--- src/rtl/adc_lcd_display.sv ---
// adc_lcd_display
// Takes a 16-bit ADC result, clamps it to 0..9999, converts it to four BCD
// digits with an iterative double-dabble (one shift per cycle) and writes it
// to an HD44780-compatible character LCD over an 8-bit parallel bus.
// After reset the block waits POWERUP_CYC cycles and sends the init sequence
// 0x38, 0x0C, 0x06, 0x01. Each display update then sends LINE_ADDR followed by
// four ASCII digits.
//
// Ports:
//   clk          system clock
//   rst          asynchronous active-high reset
//   sample_in    unsigned ADC result, qualified by sample_valid
//   sample_valid one-cycle strobe
//   busy         high in every state except IDLE
//   update_done  one-cycle pulse when the last digit's post-byte wait ends
//   lcd_rs       register select (0 = command, 1 = data)
//   lcd_en       enable strobe (registered, glitch-free)
//   lcd_data     LCD data bus
//   state_dbg    current FSM state, for observation only
//
// Input handshake: sample_valid has no ready. A strobe is accepted in any
// state and lands in a one-deep pending register; a newer sample overwrites
// an older one that has not been consumed. IDLE consumes the pending sample.
module adc_lcd_display #(
    parameter int         POWERUP_CYC  = 750000,
    parameter int         SETUP_CYC    = 2,
    parameter int         EN_HIGH_CYC  = 12,
    parameter int         CMD_WAIT_CYC = 2000,
    parameter int         CLR_WAIT_CYC = 82000,
    parameter logic [7:0] LINE_ADDR    = 8'h80
) (
    input  logic        clk,
    input  logic        rst,
    input  logic [15:0] sample_in,
    input  logic        sample_valid,
    output logic        busy,
    output logic        update_done,
    output logic        lcd_rs,
    output logic        lcd_en,
    output logic [7:0]  lcd_data,
    output logic [2:0]  state_dbg
);

    typedef enum logic [2:0] {
        S_PWRUP   = 3'd0,
        S_INIT    = 3'd1,
        S_IDLE    = 3'd2,
        S_CONVERT = 3'd3,
        S_WRITE   = 3'd4
    } state_t;

    localparam logic [31:0] PWR_LAST  = 32'(POWERUP_CYC - 1);
    localparam logic [31:0] SETUP     = 32'(SETUP_CYC);
    localparam logic [31:0] EN_END    = 32'(SETUP_CYC + EN_HIGH_CYC);
    localparam logic [31:0] CMD_LAST  = 32'(SETUP_CYC + EN_HIGH_CYC + CMD_WAIT_CYC - 1);
    localparam logic [31:0] CLR_LAST  = 32'(SETUP_CYC + EN_HIGH_CYC + CLR_WAIT_CYC - 1);
    localparam logic [31:0] DD_LAST   = 32'd13;

    state_t      state_q, state_d;
    logic [31:0] cnt_q, cnt_d;
    logic [2:0]  idx_q, idx_d;
    logic        rs_q, rs_d;
    logic        en_q, en_d;
    logic [7:0]  data_q, data_d;
    logic        done_q, done_d;
    logic        pend_flag_q, pend_flag_d;
    logic [15:0] pend_val_q, pend_val_d;
    logic [13:0] bin_q, bin_d;
    logic [15:0] bcd_q, bcd_d;

    logic        byte_last;
    logic [15:0] bcd_adj;

    function automatic logic [7:0] init_byte(input logic [2:0] i);
        case (i)
            3'd0:    init_byte = 8'h38;
            3'd1:    init_byte = 8'h0C;
            3'd2:    init_byte = 8'h06;
            default: init_byte = 8'h01;
        endcase
    endfunction

    // Data byte i (1..4) of an update is the ASCII of thousands..units.
    function automatic logic [7:0] digit_char(input logic [2:0] i, input logic [15:0] bcd);
        case (i)
            3'd1:    digit_char = {4'h3, bcd[15:12]};
            3'd2:    digit_char = {4'h3, bcd[11:8]};
            3'd3:    digit_char = {4'h3, bcd[7:4]};
            default: digit_char = {4'h3, bcd[3:0]};
        endcase
    endfunction

    // The byte currently on the bus decides the length of its own post-byte wait.
    assign byte_last = (data_q == 8'h01) ? (cnt_q == CLR_LAST) : (cnt_q == CMD_LAST);

    // Double-dabble correction: +3 on every BCD nibble >= 5 before the shift.
    always_comb begin
        bcd_adj = bcd_q;
        for (int n = 0; n < 4; n++) begin
            if (bcd_q[n*4 +: 4] >= 4'd5) begin
                bcd_adj[n*4 +: 4] = bcd_q[n*4 +: 4] + 4'd3;
            end
        end
    end

    always_comb begin
        state_d     = state_q;
        cnt_d       = cnt_q;
        idx_d       = idx_q;
        rs_d        = rs_q;
        data_d      = data_q;
        done_d      = 1'b0;
        pend_flag_d = pend_flag_q;
        pend_val_d  = pend_val_q;
        bin_d       = bin_q;
        bcd_d       = bcd_q;

        case (state_q)
            S_PWRUP: begin
                if (cnt_q == PWR_LAST) begin
                    state_d = S_INIT;
                    cnt_d   = '0;
                    idx_d   = 3'd0;
                    rs_d    = 1'b0;
                    data_d  = init_byte(3'd0);
                end else begin
                    cnt_d = cnt_q + 32'd1;
                end
            end
            S_INIT: begin
                if (byte_last) begin
                    cnt_d = '0;
                    if (idx_q == 3'd3) begin
                        state_d = S_IDLE;
                    end else begin
                        idx_d  = idx_q + 3'd1;
                        rs_d   = 1'b0;
                        data_d = init_byte(idx_q + 3'd1);
                    end
                end else begin
                    cnt_d = cnt_q + 32'd1;
                end
            end
            S_IDLE: begin
                if (pend_flag_q) begin
                    pend_flag_d = 1'b0;
                    bin_d       = (pend_val_q > 16'd9999) ? 14'd9999 : pend_val_q[13:0];
                    bcd_d       = '0;
                    cnt_d       = '0;
                    state_d     = S_CONVERT;
                end
            end
            S_CONVERT: begin
                bcd_d = {bcd_adj[14:0], bin_q[13]};
                bin_d = {bin_q[12:0], 1'b0};
                if (cnt_q == DD_LAST) begin
                    state_d = S_WRITE;
                    cnt_d   = '0;
                    idx_d   = 3'd0;
                    rs_d    = 1'b0;
                    data_d  = LINE_ADDR;
                end else begin
                    cnt_d = cnt_q + 32'd1;
                end
            end
            S_WRITE: begin
                if (byte_last) begin
                    cnt_d = '0;
                    if (idx_q == 3'd4) begin
                        state_d = S_IDLE;
                        done_d  = 1'b1;
                    end else begin
                        idx_d  = idx_q + 3'd1;
                        rs_d   = 1'b1;
                        data_d = digit_char(idx_q + 3'd1, bcd_q);
                    end
                end else begin
                    cnt_d = cnt_q + 32'd1;
                end
            end
            default: state_d = S_PWRUP;
        endcase

        // A strobe always wins over the IDLE consume, so a sample arriving in
        // the consume cycle stays pending for the next update.
        if (sample_valid) begin
            pend_flag_d = 1'b1;
            pend_val_d  = sample_in;
        end

        // lcd_en is a registered decode of the next byte-cycle count.
        en_d = ((state_d == S_INIT) || (state_d == S_WRITE)) &&
               (cnt_d >= SETUP) && (cnt_d < EN_END);
    end

    always_ff @(posedge clk or posedge rst) begin
        if (rst) begin
            state_q     <= S_PWRUP;
            cnt_q       <= '0;
            idx_q       <= '0;
            rs_q        <= 1'b0;
            en_q        <= 1'b0;
            data_q      <= 8'h00;
            done_q      <= 1'b0;
            pend_flag_q <= 1'b0;
            pend_val_q  <= '0;
            bin_q       <= '0;
            bcd_q       <= '0;
        end else begin
            state_q     <= state_d;
            cnt_q       <= cnt_d;
            idx_q       <= idx_d;
            rs_q        <= rs_d;
            en_q        <= en_d;
            data_q      <= data_d;
            done_q      <= done_d;
            pend_flag_q <= pend_flag_d;
            pend_val_q  <= pend_val_d;
            bin_q       <= bin_d;
            bcd_q       <= bcd_d;
        end
    end

    assign busy        = (state_q != S_IDLE);
    assign update_done = done_q;
    assign lcd_rs      = rs_q;
    assign lcd_en      = en_q;
    assign lcd_data    = data_q;
    assign state_dbg   = state_q;

endmodule

--- config.mk ---
export PLATFORM = sky130hd
export DESIGN_NAME = adc_lcd_display
export DESIGN_NICKNAME = d
export VERILOG_FILES = /design/src/rtl/adc_lcd_display.sv
export SDC_FILE = /design/constraint.sdc
export NUM_CORES = 1
export LEC_CHECK = 0
export ABC_AREA = 1
export ABC_CLOCK_PERIOD_IN_PS = 3330
export BUFFER_PORTS_ARGS = -buffer_cell sky130_fd_sc_hd__buf_2
export CORE_MARGIN = 10
export CORE_UTILIZATION = 35
export CTS_CLUSTER_DIAMETER = 80
export DETAILED_ROUTE_END_ITERATION = 12
export SETUP_SLACK_MARGIN = 0.5
export SKIP_CTS_REPAIR_TIMING = 1
export SYNTH_ARGS = -nofsm -noshare
export SYNTH_HDL_FRONTEND = slang
export SYNTH_SLANG_ARGS = --single-unit
--- constraint.sdc ---
create_clock -name clk -period 3.33 [get_ports clk]
set_clock_uncertainty 0.2 [all_clocks]
set_input_delay 0.4995 -clock clk [delete_from_list [all_inputs] [get_ports clk]]
set_output_delay 0.4995 -clock clk [all_outputs]
set_load 0.02 [all_outputs]
# ---- After elaboration in Yosys (flattened, before gate mapping)
# Index checks and enable logic that the tools add are counted.
dict set report op_classes {
  n_addsub 6
  order_cmp 7
  eq_ne 24
  mux 51
  n_reduce_logical 11
}
# cell n
set ops {}
lappend ops {{32-bit 2-to-1 mux} 4}
lappend ops {{32-bit case mux with 4 select lines} 1}
lappend ops {{8-bit 2-to-1 mux} 6}
lappend ops {{3-bit 2-to-1 mux} 14}
lappend ops {{32-bit by 1-bit adder with 32-bit output, second input constant} 1}
lappend ops {{32-bit by 11-bit == test with 1-bit output, second input constant} 1}
lappend ops {{32-bit by 17-bit == test with 1-bit output, second input constant} 1}
lappend ops {{32-bit by 20-bit == test with 1-bit output, second input constant} 1}
lappend ops {{32-bit by 4-bit == test with 1-bit output, second input constant} 1}
lappend ops {{32-bit by 2-bit greater-or-equal comparator with 1-bit output, second input constant} 1}
lappend ops {{32-bit by 4-bit < comparator with 1-bit output, second input constant} 1}
lappend ops {{16-bit case mux with 2 select lines} 1}
lappend ops {{8-bit case mux with 4 select lines} 1}
lappend ops {{14-bit 2-to-1 mux} 2}
lappend ops {{14-bit case mux with 2 select lines} 1}
lappend ops {{6-bit case mux with 3 select lines} 1}
lappend ops {{4-bit by 3-bit greater-or-equal comparator with 1-bit output, second input constant} 4}
lappend ops {{16-bit by 14-bit greater-than comparator with 1-bit output, second input constant} 1}
lappend ops {{16-bit 2-to-1 mux} 1}
lappend ops {{3-bit by 2-bit == test with 1-bit output, second input constant} 5}
lappend ops {{3-bit case mux with 5 select lines} 1}
lappend ops {{2-bit != test, second input constant} 7}
lappend ops {{4-bit by 2-bit adder with 4-bit output, second input constant} 3}
lappend ops {{1-bit 2-to-1 mux} 12}
lappend ops {{other kinds (18)} 27}
dict set report totals {
  register_bits 96
  inputBits 19
  output_inout_bits 15
  elab_cells 110
}

# ---- Depth between registers and ports, before layout
# Gate-level depths: netlist (run 1).
dict set report logic_depth {
  ltp_word 8
  ltp_mapped 18
  mapped_depth_nobuf 17
}

# ---- Worst setup path after synthesis (run 1)
# No wires, ideal clock.
dict set report synth_path {
  kind {reg2reg}
  start {register idx_q[0]}
  end {register data_q[3] (netlist: lcd_data[3])}
  arrival_time_ns 1.953
  required_ns 3.007
  slack_ns 1.054
  path_stages_with_launch 13
  n_path_buf 0
  synth_period_minus_slack_ns 2.276
  path_cell_list {dfrtp_1 -> ha_1 -> ha_1 -> nand2_1 -> inv_1 -> nor2_1 -> inv_1 -> nor2_1 -> inv_1 -> o21ai_0 -> a21oi_1 -> a211oi_1 -> o21ai_1}
}
dict set report synth_between {
  elab_chain_len 6
  elab_cells_between_ends 17
  classes_between {1 x add/sub; 7 x eq/ne; 7 x mux; 2 x reduce/logical}
}
# item line
set synth_rtl {}
lappend synth_rtl {{start: declaration} 61} ;# logic [2:0] idx_q, idx_d;
lappend synth_rtl {{start signal: assignment} 212} ;# idx_q <= idx_d;
lappend synth_rtl {{3-bit by 1-bit adder with 3-bit output} {138, 175}}
lappend synth_rtl {{3-bit by 2-bit == test with 1-bit output (tied with other cells)} 85} ;# case (i)
lappend synth_rtl {{4-bit case mux with 3 select lines or 6-bit case mux with 3 select lines (tied branches)} {85, 75}}
lappend synth_rtl {{8-bit 2-to-1 mux (on tied branches)} {169, 133}}
lappend synth_rtl {{8-bit 2-to-1 mux (on tied branches)} {167, 131}}
lappend synth_rtl {{8-bit case mux with 4 select lines} 118} ;# case (state_q)
lappend synth_rtl {{end signal: assignment} 215} ;# data_q <= data_d;
lappend synth_rtl {{end: declaration} 64} ;# logic [7:0] data_q, data_d;
# Several ways; a longest one is shown, not always the timed one. The select of a mux whose other input is x is not followed.
# A chain may end at the register's enable or synchronous reset.

# ---- Final worst setup path (run 1)
dict set report layout_path {
  start {register cnt_q[12]}
  end {register data_q[7] (netlist: lcd_data[7])}
}
dict set report layout_between {
  elab_chain_len 4
  elab_cells_between_ends 10
  classes_between {8 x eq/ne; 1 x mux; 1 x reduce/logical}
}
# item line
set layout_rtl {}
lappend layout_rtl {{start: declaration} 60} ;# logic [31:0] cnt_q, cnt_d;
lappend layout_rtl {{start signal: assignment} 211} ;# cnt_q <= cnt_d;
lappend layout_rtl {{32-bit by 11-bit == test with 1-bit output or 32-bit by 17-bit == test with 1-bit output (tied branches)} 94} ;# assign byte_last = (data_q == 8'h01) ? (cnt_q == CLR_LAST) : (cnt_q == CMD_LAST);
lappend layout_rtl {{1-bit 2-to-1 mux} 94}
lappend layout_rtl {{2-bit != test (no line)} -}
lappend layout_rtl {{7-bit AND reduction (no line) (*)} -}
# Mark *: on every way between the ends. The rest lies on a longest branch, timed or not.

==> key figures, run 1 <==
Status
  – Run status: completed

Timing
  – Highest attainable clock frequency: ~380 MHz
  – Final hold vios: 0
  – Unrepaired setup endpoints after global routing: false
  – Slew HR: between 40% and 50%
  – Final setup violation count: 0
  – Post-layout minimum cycle time: between 2 and 3 ns
  – Final period util: between 70% and 80%
  – Slew @ Worst Pin: 0.877 ns
  – Slew Viols, Final: 0
  – Setup TNS: 0 ns

Drt
  – Drt via density: around 5
  – Mean routed wirelength per cell: 15.0 um
  – Post-DRT Antenna Nets: 0
  – Wirelength, routed: approximately 17000 um
  – Iter 0 DRT Violations: 565
  – Number of detailed-route iterations in the first pass: 6
  – Number of remaining DRC errors: 0
  – Via total after detailed routing: 5601

Placement
  – Number of input and output port buffers inserted: 32
  – # placed instances: ~1100
  – Weighted congestion reported at the end of routability-driven placement: 0.941
  – Placed Instance Area: 6400 um^2
  – Detailed-placement wirelength estimate: 12300 um

Clock network
  – Cell at the root of the clock tree: sky130_fd_sc_hd__clkbuf_16
  – Worst-skew pair later-pin latency: about 0.37 ns
  – Total clock buffers created by CTS: 9
  – Register clock-pin slew on the reported worst setup and hold paths: 0.08 ns
  – Clock tree from TritonCTS: built
  – TritonCTS Sinks: 94
  – Number of levels the H-tree was split into: 3
  – Maximum buffer depth of the clock tree: 2

Logic synthesis
  – Mean Syn Cell Area: between 6 and 7 um^2
  – Part of the Yosys area used for sequential elements: around two fifths
  – Cell area after synthesis: between 6000 and 7000 um^2
  – Top-area cell type share of the netlist area: between 30 and 40%
  – Number of distinct library cells after synthesis: 45
  – Syn_nets: between 800 and 900
  – Cell taking the most area after synthesis: sky130_fd_sc_hd__dfrtp_1
  – Warning count from the yosys run: 0
  – Instance count of the mapped netlist: about 860
  – Top cells by area, synth: sky130_fd_sc_hd__dfrtp_1 (39%), sky130_fd_sc_hd__nand2_1 (14%), sky130_fd_sc_hd__nor2_1 (7.7%)
  – Synth Register Bits: 94

Pwr
  – Total power consumption of the routed design: 2.43 mW
  – Flop pwr share: a little under half
  – LEAKAGE: 3.37 nW
  – Switching share of power: roughly a quarter
  – Power per standard cell area: between 300 and 400 nW/um^2
  – Switching power: ~0.58 mW
  – Internal cell power: 1.86 mW
  – Clock power frac: about half
  – Fraction of power consumed by combinational cells: under 10%
  – Maximum vdd ir drop: approximately 0.25 mV

Global route
  – Antenna violations before repair: 0
  – Overall track demand over capacity in global routing: between 10% and 20%
  – Wire length of the first global-routing pass: ~27000 um
  – Grt ovf: 0
  – Largest net degree at the start of global routing: 40
  – Vias in the first global route: between 5000 and 6000

Critical path
  – Capturing element type of the critical path: flop
  – Worst Path Required: approximately 3.4 ns
  – Type of the worst setup path: reg2reg
  – Startpoint class of the critical path: flop
  – Peak fanout along the critical path: 11
  – Arrival time reported for the critical path endpoint: 2.71 ns

Floorplanning
  – Initial Util: a little over a third
  – Die ar.: roughly 23000 um^2
  – Std cell rows: 47
  – Horizontal die dimension: 151 um
  – Number of top-level pins: 34
  – Die Span Y: roughly 150 um
  – CORE AREA: roughly 17000 um^2

Final layout
  – Area growth from synthesis to layout: 13.3%
  – Number of nets in the layout: 929
  – Fraction of layout instances using a drive strength above 1: 12.9%
  – Core Util, Final: 40.8%
  – Diode insertion count for antenna repair: 0
  – Finished layout cell area: 6810 um^2
  – Non-filler cells in the finished layout: about 1100

Job
  – Number of maximum-capacitance violations: 0

Worst hold path
  – Type of the tightest min-delay check: in2async
stage by stage:
step                      setup slack (ns)  hold WS (ns)
after floorplan                       1.05         0.237
after global placement               0.504         0.263
after detailed placement             0.512         0.263
after CTS                            0.496         0.118
after global routing                 0.489         0.122
final                                0.687         0.104
critical path, stage by stage, from the launching register on:
cell	delay, ns
sky130_fd_sc_hd__dfrtp_1	0.48
sky130_fd_sc_hd__nand2_1	0.19
sky130_fd_sc_hd__inv_1	0.08
sky130_fd_sc_hd__nand2_1	0.07
sky130_fd_sc_hd__nor2_1	0.15
sky130_fd_sc_hd__nand2_1	0.07
sky130_fd_sc_hd__nor2_1	0.08
sky130_fd_sc_hd__nor2_1	0.07
sky130_fd_sc_hd__nor2_4	0.23
sky130_fd_sc_hd__nand2_8	0.17
sky130_fd_sc_hd__nor3_4	0.33
sky130_fd_sc_hd__inv_4	0.11
sky130_fd_sc_hd__nor2_1	0.13
sky130_fd_sc_hd__o21bai_1	0.12
sky130_fd_sc_hd__inv_1	0.05
synthesized netlist by cell type (all sizes together):
| cell | instances |
|---|---|
| nand4 | 10 |
| nand3b | 2 |
| a21oi | 31 |
| a2bb2oi | 1 |
| a21o | 1 |
| a32oi | 1 |
| buf | 12 |
| xor2 | 14 |
| o22ai | 11 |
| o21a | 1 |
| ha | 16 |
| o311ai | 1 |
| dfrtp | 94 |
| nor2 | 136 |
| nand3 | 50 |
| clkbuf | 9 |
| inv | 135 |
| a31oi | 3 |
| o2111ai | 2 |
| clkinv | 1 |
| a22oi | 2 |
| xnor2 | 3 |
| nand2 | 231 |
| o32ai | 3 |
| nor4 | 3 |
| a22o | 1 |
| o221ai | 7 |
| o211ai | 9 |
| conb | 1 |
| a211oi | 1 |
| o21ai | 61 |
| nor3 | 5 |
| o21bai | 1 |
per-layer routing:
layer | vias to the layer above | track usage (%) | share of wire (%)
met4 | 0 | 5.20 | 1.9
met2 | 177 | 22.8 | 45
met1 | 2589 | 20.8 | 47
met5 | - | 0 | 0
li1 | 2810 | - | -
met3 | 25 | 3.28 | 6.7
cell families after synthesis:
group           Yosys count  share of synthesized area, %
other cells               1                        0.0624
simple gates            437                          30.8
compound gates          137                          13.8
flops                    94                          39.2
fa+ha+maj                16                          3.33
xor+xnor                 17                          2.48
buf+inv                 157                          10.3
cell type report:
type / count / area [um^2]
sequential: 94 / 2360
multi-input combinational: 609 / 3070
clock inverter: 7 / 109
inverter: 136 / 517
fill: 1810 / 9890
clock buffer: 9 / 225
tap: 220 / 275
timing repair buffer: 44 / 250
layout by cell type (no fill, tap or decap), types with 3 or more instances in the layout:
cell type,instances
sky130_fd_sc_hd__nand2_1,225
sky130_fd_sc_hd__nor2_1,122
sky130_fd_sc_hd__inv_1,120
sky130_fd_sc_hd__dfrtp_1,90
sky130_fd_sc_hd__o21ai_0,49
sky130_fd_sc_hd__nand3_1,47
sky130_fd_sc_hd__buf_2,32
sky130_fd_sc_hd__a21oi_1,23
sky130_fd_sc_hd__ha_1,15
sky130_fd_sc_hd__xor2_1,14
sky130_fd_sc_hd__inv_2,13
sky130_fd_sc_hd__o21ai_1,12
sky130_fd_sc_hd__buf_4,12
sky130_fd_sc_hd__o22ai_1,11
sky130_fd_sc_hd__nor2_2,10
sky130_fd_sc_hd__nand4_1,10
sky130_fd_sc_hd__o211ai_1,9
sky130_fd_sc_hd__clkbuf_16,9
sky130_fd_sc_hd__a21oi_2,8
sky130_fd_sc_hd__o221ai_1,7
sky130_fd_sc_hd__nand2_2,4
sky130_fd_sc_hd__nor2_4,4
sky130_fd_sc_hd__nor3_1,4
sky130_fd_sc_hd__dfrtp_2,4
sky130_fd_sc_hd__nor4_1,3
sky130_fd_sc_hd__nand3_2,3
sky130_fd_sc_hd__xnor2_1,3
sky130_fd_sc_hd__a31oi_1,3
sky130_fd_sc_hd__o32ai_1,3
worst paths after layout:
kind | to | slack, ns | cells past startpoint | start
max | lcd_data[7] | 0.69 | 14 | cnt_q[12]
min | cnt_q[13] | 0.10 | 2 | rst
max reg2reg | lcd_data[7] | 0.69 | 14 | cnt_q[12]
min reg2reg | lcd_rs | 0.28 | 2 | lcd_rs
max in group asynchronous | bin_q[9] | 2.06 | 3 | rst
min in group clk | pend_val_q[4] | 0.12 | 3 | sample_in[4]
registers in the layout, summed over array words and instances (netlist names):
| signal | cells |
|---|---|
| bcd_q | 16 |
| cnt_q | 32 |
| state_dbg | 3 |
| pend_val_q | 16 |
| lcd_rs | 1 |
| bin_q | 14 |
| lcd_en | 1 |
| idx_q | 3 |
| lcd_data | 6 |
| pend_flag_q | 1 |
| update_done | 1 |
power groups by stage:
| stage | Clock, mW | Sequential [mW] | Combinational, mW |
|---|---|---|---|
| CTS | 1.21 | 1.17 | 0.0788 |
| global placement | 0 | 1.19 | 0.0774 |
| floorplan | 0 | 1.19 | 0.0493 |
| finish | 1.19 | 1.17 | 0.0754 |
| detailed placement | 0 | 1.19 | 0.0789 |
| global route | 1.26 | 1.17 | 0.0896 |
(Power assumes the default switching activity.)
==> run 2, diff against run 1 <==
ABC_AREA = 0   (was 1)
ABC_CLOCK_PERIOD_IN_PS = 2440   (was 3330)
clock period = 2.44 ns   (was 3.33 ns; I/O delays follow)
==> key figures, run 2 <==
Pwr
  – Total power consumption of the routed design: 3.16 mW (was 2.43 mW)
  – Power per standard cell area: 396 nW/um^2 (was 357 nW/um^2)
  – LEAKAGE: 3.55 nW (was 3.37 nW)
  – Maximum vdd ir drop: 0.473 mV (was 0.247 mV)

Clock network
  – Total clock buffers created by CTS: 9 (unchanged)
  – Maximum buffer depth of the clock tree: 2 (unchanged)
  – Worst-skew pair later-pin latency: 0.36 ns (was 0.37 ns)
  – Clock tree from TritonCTS: built (unchanged)
  – Register clock-pin slew on the reported worst setup and hold paths: 0.08 ns (about the same)
  – TritonCTS Sinks: 94 (unchanged)
  – Number of levels the H-tree was split into: 3 (unchanged)
  – Cell at the root of the clock tree: sky130_fd_sc_hd__clkbuf_16 (unchanged)

Final layout
  – Number of nets in the layout: 823 (was 929)
  – Core Util, Final: 52.1% (was 40.8%)
  – Most frequent standard cell in the layout excluding fill and tap cells: sky130_fd_sc_hd__buf_4 (was sky130_fd_sc_hd__nand2_1)
  – Fraction of layout instances using a drive strength above 1: 40.1% (was 12.9%)
  – Commonest cells after routing, fill and taps aside: sky130_fd_sc_hd__buf_4 (153), sky130_fd_sc_hd__dfrtp_1 (86), sky130_fd_sc_hd__nand2_1 (57), sky130_fd_sc_hd__o21ai_0 (46), sky130_fd_sc_hd__buf_2 (31) (was sky130_fd_sc_hd__nand2_1 (225), sky130_fd_sc_hd__nor2_1 (122), sky130_fd_sc_hd__inv_1 (120), sky130_fd_sc_hd__dfrtp_1 (90), sky130_fd_sc_hd__o21ai_0 (49))
  – Largest register by flop count: cnt_q (unchanged)
  – Area growth from synthesis to layout: 45.2% (was 13.3%)
  – Registers with the highest flip-flop counts: cnt_q (32), bcd_q (16), pend_val_q (16) (unchanged)
  – Diode insertion count for antenna repair: 0 (unchanged)
  – Fillers: 1397 (was 1810)
  – Non-filler cells in the finished layout: 1004 (was 1119)
  – Max reg flops: 32 (unchanged)

Logic synthesis
  – Number of enable-type register cells in the synthesized netlist: 0 (unchanged)
  – Top flip-flop cell by instance count after synthesis: sky130_fd_sc_hd__dfrtp_1 (unchanged)
  – Mean Syn Cell Area: 9.05 um^2 (was 6.99 um^2)
  – Cell taking the most area after synthesis: sky130_fd_sc_hd__dfrtp_1 (unchanged)
  – Top cells by area, synth: sky130_fd_sc_hd__dfrtp_1 (43%), sky130_fd_sc_hd__o21ai_0 (5.9%), sky130_fd_sc_hd__nand2_1 (4.6%) (was sky130_fd_sc_hd__dfrtp_1 (39%), sky130_fd_sc_hd__nand2_1 (14%), sky130_fd_sc_hd__nor2_1 (7.7%))
  – Warning count from the yosys run: 0 (unchanged)
  – Number of distinct library cells after synthesis: 61 (was 45)
  – Cell area after synthesis: 5500 um^2 (was 6010 um^2)
  – Async set-or-reset flop fraction in the synthesized netlist: 100% (unchanged)
  – Instance count of the mapped netlist: 607 (was 859)
  – Synth Register Bits: 94 (unchanged)
  – Top-area cell type share of the netlist area: 42.8% (was 39.2%)
  – Cell types with the highest counts after synthesis: sky130_fd_sc_hd__dfrtp_1 (94), sky130_fd_sc_hd__nand2_1 (67), sky130_fd_sc_hd__o21ai_0 (65) (was sky130_fd_sc_hd__nand2_1 (226), sky130_fd_sc_hd__nor2_1 (124), sky130_fd_sc_hd__inv_1 (121))
  – Syn_nets: 642 (was 894)
  – Most repeated cell in the gate-level netlist after synthesis: sky130_fd_sc_hd__dfrtp_1 (was sky130_fd_sc_hd__nand2_1)
  – Part of the Yosys area used for sequential elements: 42.8% (was 39.2%)

Placement
  – Number of input and output port buffers inserted: 32 (unchanged)
  – Weighted congestion reported at the end of routability-driven placement: 0.910 (was 0.941)
  – Detailed-placement wirelength estimate: 12400 um (was 12300 um)
  – # placed instances: 965 (was 1099)

Drt
  – Drt via density: 5.55 (was 5.01)
  – Post-DRT Antenna Nets: 0 (unchanged)
  – Number of detailed-route iterations in the first pass: 5 (was 6)
  – Iter 0 DRT Violations: 405 (was 565)
  – Number of remaining DRC errors: 0 (unchanged)
  – Mean routed wirelength per cell: 17.2 um (was 15.0 um)
  – Wirelength, routed: 17300 um (was 16800 um)
  – Via total after detailed routing: 5573 (was 5601)

Timing
  – Final period util: 131% (was 79.4%)
  – Highest attainable clock frequency: 313 MHz (was 378 MHz)
  – Final hold vios: 0 (unchanged)
  – Slew @ Worst Pin: 0.651 ns (was 0.877 ns)
  – Slew HR: 56.5% (was 41.4%)
  – Final setup violation count: 43 (was 0)
  – Slew Viols, Final: 0 (unchanged)
  – Worst hold slack: 0.0291 ns (was 0.104 ns)
  – Smallest setup slack after layout: -0.759 ns (was 0.687 ns)
  – Unrepaired setup endpoints after global routing: true (was false)
  – Post-layout minimum cycle time: 3.20 ns (was 2.64 ns)

Critical path
  – Arrival time reported for the critical path endpoint: 3.30 ns (was 2.71 ns)
  – Startpoint class of the critical path: flop (unchanged)
  – Worst Path Required: 2.54 ns (was 3.39 ns)
  – Type of the worst setup path: reg2reg (unchanged)
  – Peak fanout along the critical path: 6 (was 11)
  – Capturing element type of the critical path: flop (unchanged)

Global route
  – Grt ovf: 0 (unchanged)
  – Wire length of the first global-routing pass: 27300 um (was 27400 um)
  – Vias in the first global route: 5352 (was 5236)
  – Overall track demand over capacity in global routing: 15.4% (was 15.1%)
  – Antenna violations before repair: 0 (unchanged)
  – Largest net degree at the start of global routing: 49 (was 40)

Floorplanning
  – Die Span Y: 145 um (was 151 um)
  – CORE AREA: 15300 um^2 (was 16700 um^2)
  – Std cell rows: 45 (was 47)
  – Initial Util: 35.9% (was 36.0%)
  – Die ar.: 21100 um^2 (was 22800 um^2)
  – Horizontal die dimension: 145 um (was 151 um)
  – Number of top-level pins: 34 (unchanged)

Status
  – Violated checks: setup timing
  – Run status: finished with violations (was completed)

Job
  – Number of maximum-capacitance violations: 0 (unchanged)

Worst hold path
  – Type of the tightest min-delay check: in2reg (was in2async)
==> run 2: cell count changes after synthesis, moves of 12 or more <==
cell,delta
sky130_fd_sc_hd__nand2_1,-159
sky130_fd_sc_hd__inv_1,-105
sky130_fd_sc_hd__nor2_1,-94
sky130_fd_sc_hd__o31ai_1,+26
sky130_fd_sc_hd__nand3_1,-25
sky130_fd_sc_hd__clkbuf_1,+20
sky130_fd_sc_hd__nor3_1,+17
sky130_fd_sc_hd__mux2_2,+16
sky130_fd_sc_hd__o21ai_0,+16
sky130_fd_sc_hd__inv_2,-14
sky130_fd_sc_hd__and3_1,+12
sky130_fd_sc_hd__o21ai_1,-12
sky130_fd_sc_hd__xor2_1,-12
==> run 2: worst paths after layout <==
path / start / depth (start not counted) / slack [ns] / to
min in group asynchronous: rst / 3 / 0.44 / cnt_q[28]
setup / recovery: cnt_q[10] / 11 / -0.76 / lcd_en
setup reg to reg: cnt_q[10] / 11 / -0.76 / lcd_en
hold / removal: sample_in[9] / 2 / 0.03 / pend_val_q[9]
max in group asynchronous: rst / 4 / 0.97 / cnt_q[3]
hold reg to reg: bin_q[0] / 2 / 0.28 / bin_q[1]
==> run 2: where the power goes <==
part | internal (mW) | leakage [nW] | total [mW] | switching [mW]
registers | 1.58 | 1.25 | 1.61 | 0.0263
clock network | 0.731 | 0.149 | 1.45 | 0.719
logic | 0.0447 | 2.15 | 0.0969 | 0.0522
total | 2.36 | 3.55 | 3.16 | 0.797
==> run 2: routing by layer <==
layer / wire length (um) / global-route usage, %
met4: 244 / 4.30
met1: 7520 / 19.1
met5: 0 / 0
met2: 8600 / 25.9
met3: 944 / 3.63
==> run 2: critical path, stage by stage (launching register included) <==
cell and delay (ns):
sky130_fd_sc_hd__dfrtp_2 0.42, sky130_fd_sc_hd__buf_6 0.12, sky130_fd_sc_hd__nand4_4 0.07, sky130_fd_sc_hd__a2111o_1 0.41, sky130_fd_sc_hd__a2111oi_4 0.50, sky130_fd_sc_hd__o221a_4 0.34
sky130_fd_sc_hd__buf_12 0.14, sky130_fd_sc_hd__nor3b_4 0.05, sky130_fd_sc_hd__a211o_1 0.30, sky130_fd_sc_hd__nor4_2 0.22, sky130_fd_sc_hd__nand4b_1 0.12, sky130_fd_sc_hd__and4b_1 0.25
==> run 2: through the flow <==
step                setup TNS [ns]  setup WS [ns]  cell area (um^2)
global placement             -8.43         -0.659              7040
finish                      -14.45         -0.759              7980
CTS                         -21.46         -0.967              7340
floorplan                    -7.57         -0.499              5630
detailed placement          -17.03         -0.853              7040
global route                -19.61         -0.908              7980
==> run 2: kinds of logic after synthesis <==
kind of cell    Yosys count  synth area share, %
buf+inv                  57                 4.58
fa+ha+maj                16                 3.64
simple gates            238                 22.8
flops                    94                 42.8
xor+xnor                 10                 1.59
other cells               1               0.0682
compound gates          172                 20.7
mux                      19                 3.83
==> run 2: cell type report <==
class                           count  area, um^2  area share [%]
Sequential cell                    94        2360            29.6
Clock buffer                        9         225            2.82
Inverter                           16        63.8           0.800
Multi-Input combinational cell    457        3340            41.8
Timing Repair Buffer              210        1640            20.6
Tap cell                          211         264            3.31
Clock inverter                      7        83.8            1.05
